**config.mk**
```make
export PLATFORM = sky130hd
export DESIGN_NAME = rom_arbiter
export DESIGN_NICKNAME = d
export VERILOG_FILES = /design/src/rtl/rom_arbiter_pkg.sv /design/src/rtl/rom_arb_pick.sv /design/src/rtl/rom_arbiter.sv
export SDC_FILE = /design/constraint.sdc
export NUM_CORES = 1
export LEC_CHECK = 0
export ABC_CLOCK_PERIOD_IN_PS = 4400
export CORE_UTILIZATION = 45
export CTS_CLUSTER_DIAMETER = 40
export DETAILED_ROUTE_END_ITERATION = 8
export GPL_ROUTABILITY_DRIVEN = 0
export GPL_TIMING_DRIVEN = 1
export PLACE_DENSITY = 0.95
export SYNTH_ARGS = -nofsm -noshare
export SYNTH_HDL_FRONTEND = slang
export SYNTH_SLANG_ARGS = --single-unit
```
**constraint.sdc**
```tcl
create_clock -name clk -period 4.4 [get_ports clk]
set_clock_uncertainty 0.15 [all_clocks]
set_input_delay 0.88 -clock clk [delete_from_list [all_inputs] [get_ports clk]]
set_output_delay 0.88 -clock clk [all_outputs]
set_load 0.03 [all_outputs]
```
**src/rtl/rom_arbiter_pkg.sv**
```systemverilog
// Shared types and constants for the two-port ROM burst arbiter.
// Optional feature macro: ROM_ARB_RR_EN (round-robin arbitration, see rom_arb_pick).
package rom_arbiter_pkg;

    // FSM encoding: IDLE arbitrates, BURST streams words.
    typedef enum logic {
        ST_IDLE  = 1'b0,
        ST_BURST = 1'b1
    } state_t;

    // Port identifiers used for owner / last_owner / winner.
    localparam logic PORT0 = 1'b0;
    localparam logic PORT1 = 1'b1;

endpackage : rom_arbiter_pkg

```
**src/rtl/rom_arb_pick.sv**
```systemverilog
// Combinational winner select between the two requesters.
// ROM_ARB_RR_EN defined: round-robin on a contest (the port that did not own the last burst wins).
// ROM_ARB_RR_EN undefined: fixed priority, port 0 always wins; last_owner is ignored.
module rom_arb_pick
    import rom_arbiter_pkg::*;
(
    input  logic req0,
    input  logic req1,
    input  logic last_owner,
    output logic winner
);

`ifdef ROM_ARB_RR_EN
    // Lone requester wins outright; on a contest the previous owner yields.
    always_comb begin
        winner = PORT0;
        if (req0 && req1) begin
            winner = (last_owner == PORT0) ? PORT1 : PORT0;
        end else if (req1) begin
            winner = PORT1;
        end
    end
`else
    // Fixed priority has no use for history; tie it off explicitly.
    logic unused_last_owner;
    assign unused_last_owner = last_owner;

    // Port 0 wins whenever it asks; port 1 only when port 0 is quiet.
    always_comb begin
        winner = PORT0;
        if (!req0 && req1) begin
            winner = PORT1;
        end
    end
`endif

endmodule : rom_arb_pick

```
**src/rtl/rom_arbiter.sv**
```systemverilog
// Two-port burst arbiter in front of a combinational ROM.
// Sequences incrementing ROM addresses for the granted port and returns one
// registered word per cycle with a per-port valid strobe and last flag.
// Optional feature macro: ROM_ARB_RR_EN (selected inside rom_arb_pick).
//
// Handshake: a requester raises reqN with addrN/lenN and holds all three stable
// until it sees the one-cycle gntN pulse. A request is accepted only in IDLE.
// After gntN the burst streams len+1 words, each marked by vldN, the final one
// also by lastN. A req still high in the IDLE cycle after a burst is a new request.
// There is no back-pressure on the return path: vldN words must be taken as they come.
module rom_arbiter
    import rom_arbiter_pkg::*;
#(
    parameter int DWIDTH = 16,
    parameter int AWIDTH = 8,
    parameter int LWIDTH = 4
) (
    input  logic              clk,
    input  logic              reset_n,
    input  logic              req0,
    input  logic [AWIDTH-1:0] addr0,
    input  logic [LWIDTH-1:0] len0,
    output logic              gnt0,
    output logic              vld0,
    output logic              last0,
    input  logic              req1,
    input  logic [AWIDTH-1:0] addr1,
    input  logic [LWIDTH-1:0] len1,
    output logic              gnt1,
    output logic              vld1,
    output logic              last1,
    output logic [DWIDTH-1:0] rdata,
    output logic [AWIDTH-1:0] rom_addr,
    input  logic [DWIDTH-1:0] rom_data,
    output logic              fsm_state
);

    state_t            state, state_d;
    logic              owner, owner_d;
    logic              last_owner, last_owner_d;
    logic [LWIDTH-1:0] cnt, cnt_d;
    logic [AWIDTH-1:0] rom_addr_d;
    logic [DWIDTH-1:0] rdata_d;
    logic              gnt0_d, gnt1_d, vld0_d, vld1_d, last0_d, last1_d;
    logic              winner;

    rom_arb_pick u_pick (
        .req0       (req0),
        .req1       (req1),
        .last_owner (last_owner),
        .winner     (winner)
    );

    assign fsm_state = state;

    // Next-state and next-output logic; every output is a register loaded from here.
    always_comb begin
        state_d      = state;
        owner_d      = owner;
        last_owner_d = last_owner;
        cnt_d        = cnt;
        rom_addr_d   = rom_addr;
        rdata_d      = rdata;
        gnt0_d       = 1'b0;
        gnt1_d       = 1'b0;
        vld0_d       = 1'b0;
        vld1_d       = 1'b0;
        last0_d      = 1'b0;
        last1_d      = 1'b0;
        case (state)
            ST_IDLE: begin
                if (req0 || req1) begin
                    owner_d    = winner;
                    rom_addr_d = (winner == PORT1) ? addr1 : addr0;
                    cnt_d      = (winner == PORT1) ? len1 : len0;
                    gnt0_d     = (winner == PORT0);
                    gnt1_d     = (winner == PORT1);
                    state_d    = ST_BURST;
                end
            end
            ST_BURST: begin
                rdata_d    = rom_data;
                vld0_d     = (owner == PORT0);
                vld1_d     = (owner == PORT1);
                rom_addr_d = rom_addr + AWIDTH'(1);
                cnt_d      = cnt - LWIDTH'(1);
                if (cnt == '0) begin
                    last0_d      = (owner == PORT0);
                    last1_d      = (owner == PORT1);
                    last_owner_d = owner;
                    state_d      = ST_IDLE;
                end
            end
            default: state_d = ST_IDLE;
        endcase
    end

    // State, datapath and output registers; reset aborts any burst in flight.
    always_ff @(posedge clk or negedge reset_n) begin
        if (!reset_n) begin
            state      <= ST_IDLE;
            owner      <= PORT0;
            last_owner <= PORT1;
            cnt        <= '0;
            rom_addr   <= '0;
            rdata      <= '0;
            gnt0       <= 1'b0;
            gnt1       <= 1'b0;
            vld0       <= 1'b0;
            vld1       <= 1'b0;
            last0      <= 1'b0;
            last1      <= 1'b0;
        end else begin
            state      <= state_d;
            owner      <= owner_d;
            last_owner <= last_owner_d;
            cnt        <= cnt_d;
            rom_addr   <= rom_addr_d;
            rdata      <= rdata_d;
            gnt0       <= gnt0_d;
            gnt1       <= gnt1_d;
            vld0       <= vld0_d;
            vld1       <= vld1_d;
            last0      <= last0_d;
            last1      <= last1_d;
        end
    end

endmodule : rom_arbiter

```
* Word level (Yosys, flattened, before mapping)
Index checks and enable logic that the tools add are counted.
** Word-level totals
- Memories :: 0
- Bits of input ports :: 44
- Memory bits (writable) :: 0
- Output and inout bits :: 31
- Word-level logic and storage cells :: 42
- ROM bits :: 0
- Register bits after elaboration :: 36
- Bits in latches :: 0
** Operators by class
- Reductions and logical operators :: 5
- Eq/ne operators :: 1
- Bitwise gates (word level) :: 3
- $mul :: 0
- Magnitude comparators :: 0
- Add/subtract/negate cells :: 2
- Shift-type cells :: 0
- Muxes and demuxes :: 20
- Div/mod/pow operators :: 0
** Operator list (count)
- $mux W8 :: 2
- $pmux W8 S2 :: 1
- $mux W1 :: 13
- $add A8 B1 Y8 const B :: 1
- $mux W4 :: 2
- $pmux W4 S2 :: 1
- $logic_not A4 Y1 :: 1
- $sub A4 B1 Y4 const B :: 1
- $not A1 Y1 :: 3
- $ne A2 B2 Y1 const B :: 1
- $pmux W1 S2 :: 1
- $reduce_and A2 Y1 :: 1
- $logic_and A1 B1 Y1 :: 1
- $logic_not A1 Y1 :: 1
- $logic_or A1 B1 Y1 :: 1

* Depth between registers and ports, before layout
- Depth in word-level cells :: 6
- Depth in mapped cells :: 5

* Modules after synthesis
A second synthesis with hierarchy kept.
** Unflattened totals
- Cells, all modules :: 141
- Area, all modules :: 1793.0 um^2
** By module, submodules not included
- rom_arbiter :: area each 1779.2 um^2, cells an instance 140, times used 1
- rom_arb_pick :: area each 13.8 um^2, cells an instance 1, times used 1

* Worst setup path before layout
No wires, ideal clock.
- Path type :: input port to flip-flop
- Start point :: in req0
- End point :: reg rom_addr[7]
- Cell stages on the path :: 5
- Path buffers :: 1
- Slack :: 2445 ps
- Data required time :: 4129 ps
- Arrival :: 1684 ps
- Path through :: buf_6 -> nand2b_4 -> o221a_4 -> o21a_1 -> o22a_1
** Between the ends
- Cells in the longest elaborated chain, start to end :: 6
- Elaborated cells on any way between the ends :: 8
- Those cells by class :: eq/ne: 1; mux: 4; reduce/logical: 3
** Ends and longest elaborated chain
- start: declaration :: RTL line rom_arbiter.sv:20 : input logic req0,
- $logic_not A1 Y1 :: RTL line rom_arb_pick.sv:31 : if (!req0 && req1) begin
- $logic_and A1 B1 Y1 :: RTL line rom_arb_pick.sv:31
- $mux W1 :: RTL line rom_arb_pick.sv:31
- $mux W8 :: RTL line rom_arbiter.sv:74 : rom_addr_d = (winner == PORT1) ? addr1 : addr0;
- $mux W8 :: RTL line rom_arbiter.sv:72 : if (req0 || req1) begin
- $pmux W8 S2 :: RTL line rom_arbiter.sv:70 : case (state)
- end signal: assignment :: RTL line rom_arbiter.sv:118 : rom_addr <= rom_addr_d;
- end: declaration :: RTL line rom_arbiter.sv:33 : output logic [AWIDTH-1:0] rom_addr,
Parallel ways exist; a longest one is shown, timed or not. The select of a mux whose other input is x is not followed.
A chain may end at the register's enable or synchronous reset.

* Worst setup path in the final report
Ends and elaborated chain as after synthesis.

==> impl_metrics.py <==
metrics = {
    "outcome": {
        "status": "complete, no violations",
    },
    "cts": {
        "cts_resized": 0,
        "hold_buffers": 0,
        "clkTransAtPathRegs_ns": 0.06,
        "cts_root_buf": "clkbuf_8",
        "cts_buffer_depth": 2,
        "cts_buffers": 5,
        "clk_latency_ns": 0.28,
        "cts_setup_buffers": 0,
        "cts.sinks": 36,
        "cts_tree": "yes",
        "htreeDepth": 2,
    },
    "pwr": {
        "peakVddDrop_mv": 0.2644,
        "power_density_nw_per_um2": 555.4,
        "seqPwrFrac": 0.374,
        "power_frac_clock": 0.152,
        "p_sw_frac": 0.3879,
        "power_switching_mw": 0.5445,
        "share_comb_of_total_power": 0.475,
        "internal_power_mw": 0.8591,
        "power_leakage_nw": 1.079,
    },
    "synthesis": {
        "yosysTopAreaCellShare": 0.5318,
        "synth_top_cell_by_area": "dfrtp_1",
        "synth_cells": 148,
        "ys_async_sr_fraction": 1.000,
        "syn_area_um2": 1694,
        "synth_edf_count": 0,
        "yosys_warnings": 0,
        "ys_types": 35,
        "synth.most_common_cell": "dfrtp_1",
        "syn_avg_cell_area_um2": 11.45,
        "ys_top_cells_by_area": "dfrtp_1 (53%), mux2_2 (11%), a21oi_1 (4.1%)",
        "synth_flop_cell": "dfrtp_1",
        "synth_nets": 195,
        "synth_seq_cells": 36,
        "seq_area_frac_synth": 0.5318,
        "synth_commonest_cells": "dfrtp_1 (36), mux2_2 (16), a21oi_1 (14)",
    },
    "setup_path": {
        "crit_chain": "clkdlybuf4s50_1 > inv_2 > o221a_4 > o21a_1 > o22a_1",
        "startpoint_type": "input pin",
        "cp.arrival_ns": 2.58,
        "required_ns": 4.42,
        "cp_top_family": "buffers and inverters",
        "crit_type": "input pin to flip-flop",
        "crit_path_max_fanout": 19,
        "crit_slowest_cell": "clkdlybuf4s50_1",
        "slowest_delay_ns": 0.85,
        "end_kind": "flip-flop",
        "path_buf_inv": 2,
    },
    "detailed_routing": {
        "avgViaCountPerCell": 5.131,
        "routed_wl_mm": 3.714,
        "drt_pass1_iterations": 4,
        "wl_per_cell_um": 13.86,
        "ant_nets": 0,
        "vias": 1375,
        "drc": 0,
        "initialDrtViolationCount": 43,
    },
    "placement": {
        "hpwlAfterDp_mm": 2.691,
        "portBuffers": 74,
    },
    "final_layout": {
        "final_nets": 269,
        "drive_above_1_share": 0.1306,
        "insertedDiodeCount": 0,
        "area_growth_pct": 49.19,
        "postLayoutCoreUtil": 0.7287,
        "n_fill_cell": 269,
    },
    "floorplan": {
        "die_area_um2": 4014,
        "start_util": 0.4885,
        "die_h_um": 63.36,
        "fp.coreArea_um2": 3468,
        "fp.dieW_um": 63.36,
        "core.rowCount": 21,
        "io_pins": 75,
    },
    "sta": {
        "worst_hold_slack_ns": 0.3250,
        "fmax_mhz": 391.2,
        "slew_headroom": 0.4811,
        "tightest_slew_ns": 0.7784,
        "fin_tns_setup_ns": 0,
        "finalCriticalPeriod_ns": 2.556,
        "final-setup-viol-count": 0,
        "finalMaxSlewViolations": 0,
        "rsz0062_at_grt": "false",
        "final.period_utilization": 0.5810,
        "finalHoldViolations": 0,
    },
    "global_routing": {
        "grt_max_degree": 38,
        "grt_pass1_vias": 1346,
        "grt.total_usage": 0.1980,
        "gr-total-overflow": 0,
        "antenna_found_initial": 0,
        "grt_pass1_wl_mm": 6.051,
    },
    "run": {
        "drv_cap": 0,
    },
    "hold_path": {
        "hold_class": "flip-flop to flip-flop",
    },
}
==> layer usage <==
metal  routed length, µm  track usage  vias to the layer above
li1                    -            -                      675
met1                1691       0.2465                      640
met2                1723       0.3178                       55
met3                 242      0.06341                        5
met4                  56      0.07670                        0
met5                   0            0                        -
==> cell families (layout without fill, tap and decap cells) <==
| logic type | after synthesis | in the layout | synth area share |
|---|---|---|---|
| mux | 20 | 20 | 0.1300 |
| simple gates | 32 | 32 | 0.1152 |
| compound gates | 38 | 38 | 0.1470 |
| buf+inv | 18 | 92 | 0.04874 |
| fa+ha+maj | 3 | 3 | 0.02216 |
| xor+xnor | 1 | 1 | 0.005171 |
| flops | 36 | 36 | 0.5318 |
==> area by class of cell <==
| type | count | area [µm²] | share of cell area |
|---|---|---|---|
| Clock buffer | 6 | 72.57 | 0.02871 |
| Clock inverter | 1 | 5.005 | 0.001980 |
| Inverter | 10 | 37.54 | 0.01485 |
| Multi-Input combinational cell | 94 | 710.7 | 0.2812 |
| Sequential cell | 36 | 900.9 | 0.3564 |
| Tap cell | 46 | 57.56 | 0.02277 |
| Timing Repair Buffer | 75 | 743.2 | 0.2941 |
==> cell usage in the layout, fill, tap and decap left out, types with 4 or more instances in the layout <==
cell type and n:
clkbuf_8 5, dfrtp_1 36, clkdlybuf4s50_1 73, a21oi_1 14, o21ai_0 8, inv_1 9, and3_1 4, mux2i_1 4
a211oi_1 5, mux2_2 16, nor2_1 7
==> state kept, by name (all words and copies together) (netlist names) <==
signal     flops
rdata         16
rom_addr       8
cnt            4
fsm_state      1
gnt0           1
gnt1           1
last0          1
last1          1
owner          1
vld0           1
vld1           1
==> path summary, 6_finish.rpt <==
path                       startpoint          end  slack [ns]  cells past startpoint
setup / recovery                 req0  rom_addr[7]        1.84                      5
hold / removal                  owner         vld0        0.33                      1
setup reg to reg            fsm_state  rom_addr[7]        2.58                      5
hold reg to reg                 owner         vld0        0.33                      1
max in group asynchronous     reset_n       cnt[2]        3.09                      1
min in group asynchronous     reset_n     rdata[3]        0.52                      1
==> through the flow <==
step / worst slack (ns) / std cells / cell area, µm² / power [mW]
2_1_floorplan: 2.445 / 148 / 1694 / 0.9307
3_3_place_gp: 1.581 / 261 / 2450 / 1.174
3_5_place_dp: 1.531 / 261 / 2450 / 1.198
4_1_cts: 1.838 / 268 / 2527 / 1.414
5_1_grt: 1.742 / 268 / 2527 / 1.486
6_report: 1.844 / 268 / 2527 / 1.404
==> power by group through the flow <==
| stage | registers, mW | clock network (mW) | logic, mW |
|---|---|---|---|
| after floorplan | 0.673 | 0 | 0.258 |
| after global placement | 0.523 | 0 | 0.651 |
| after detailed placement | 0.530 | 0 | 0.668 |
| after CTS | 0.524 | 0.218 | 0.672 |
| after global routing | 0.539 | 0.233 | 0.714 |
| final | 0.524 | 0.213 | 0.666 |
No activity file was read; power rests on OpenSTA's default activity.
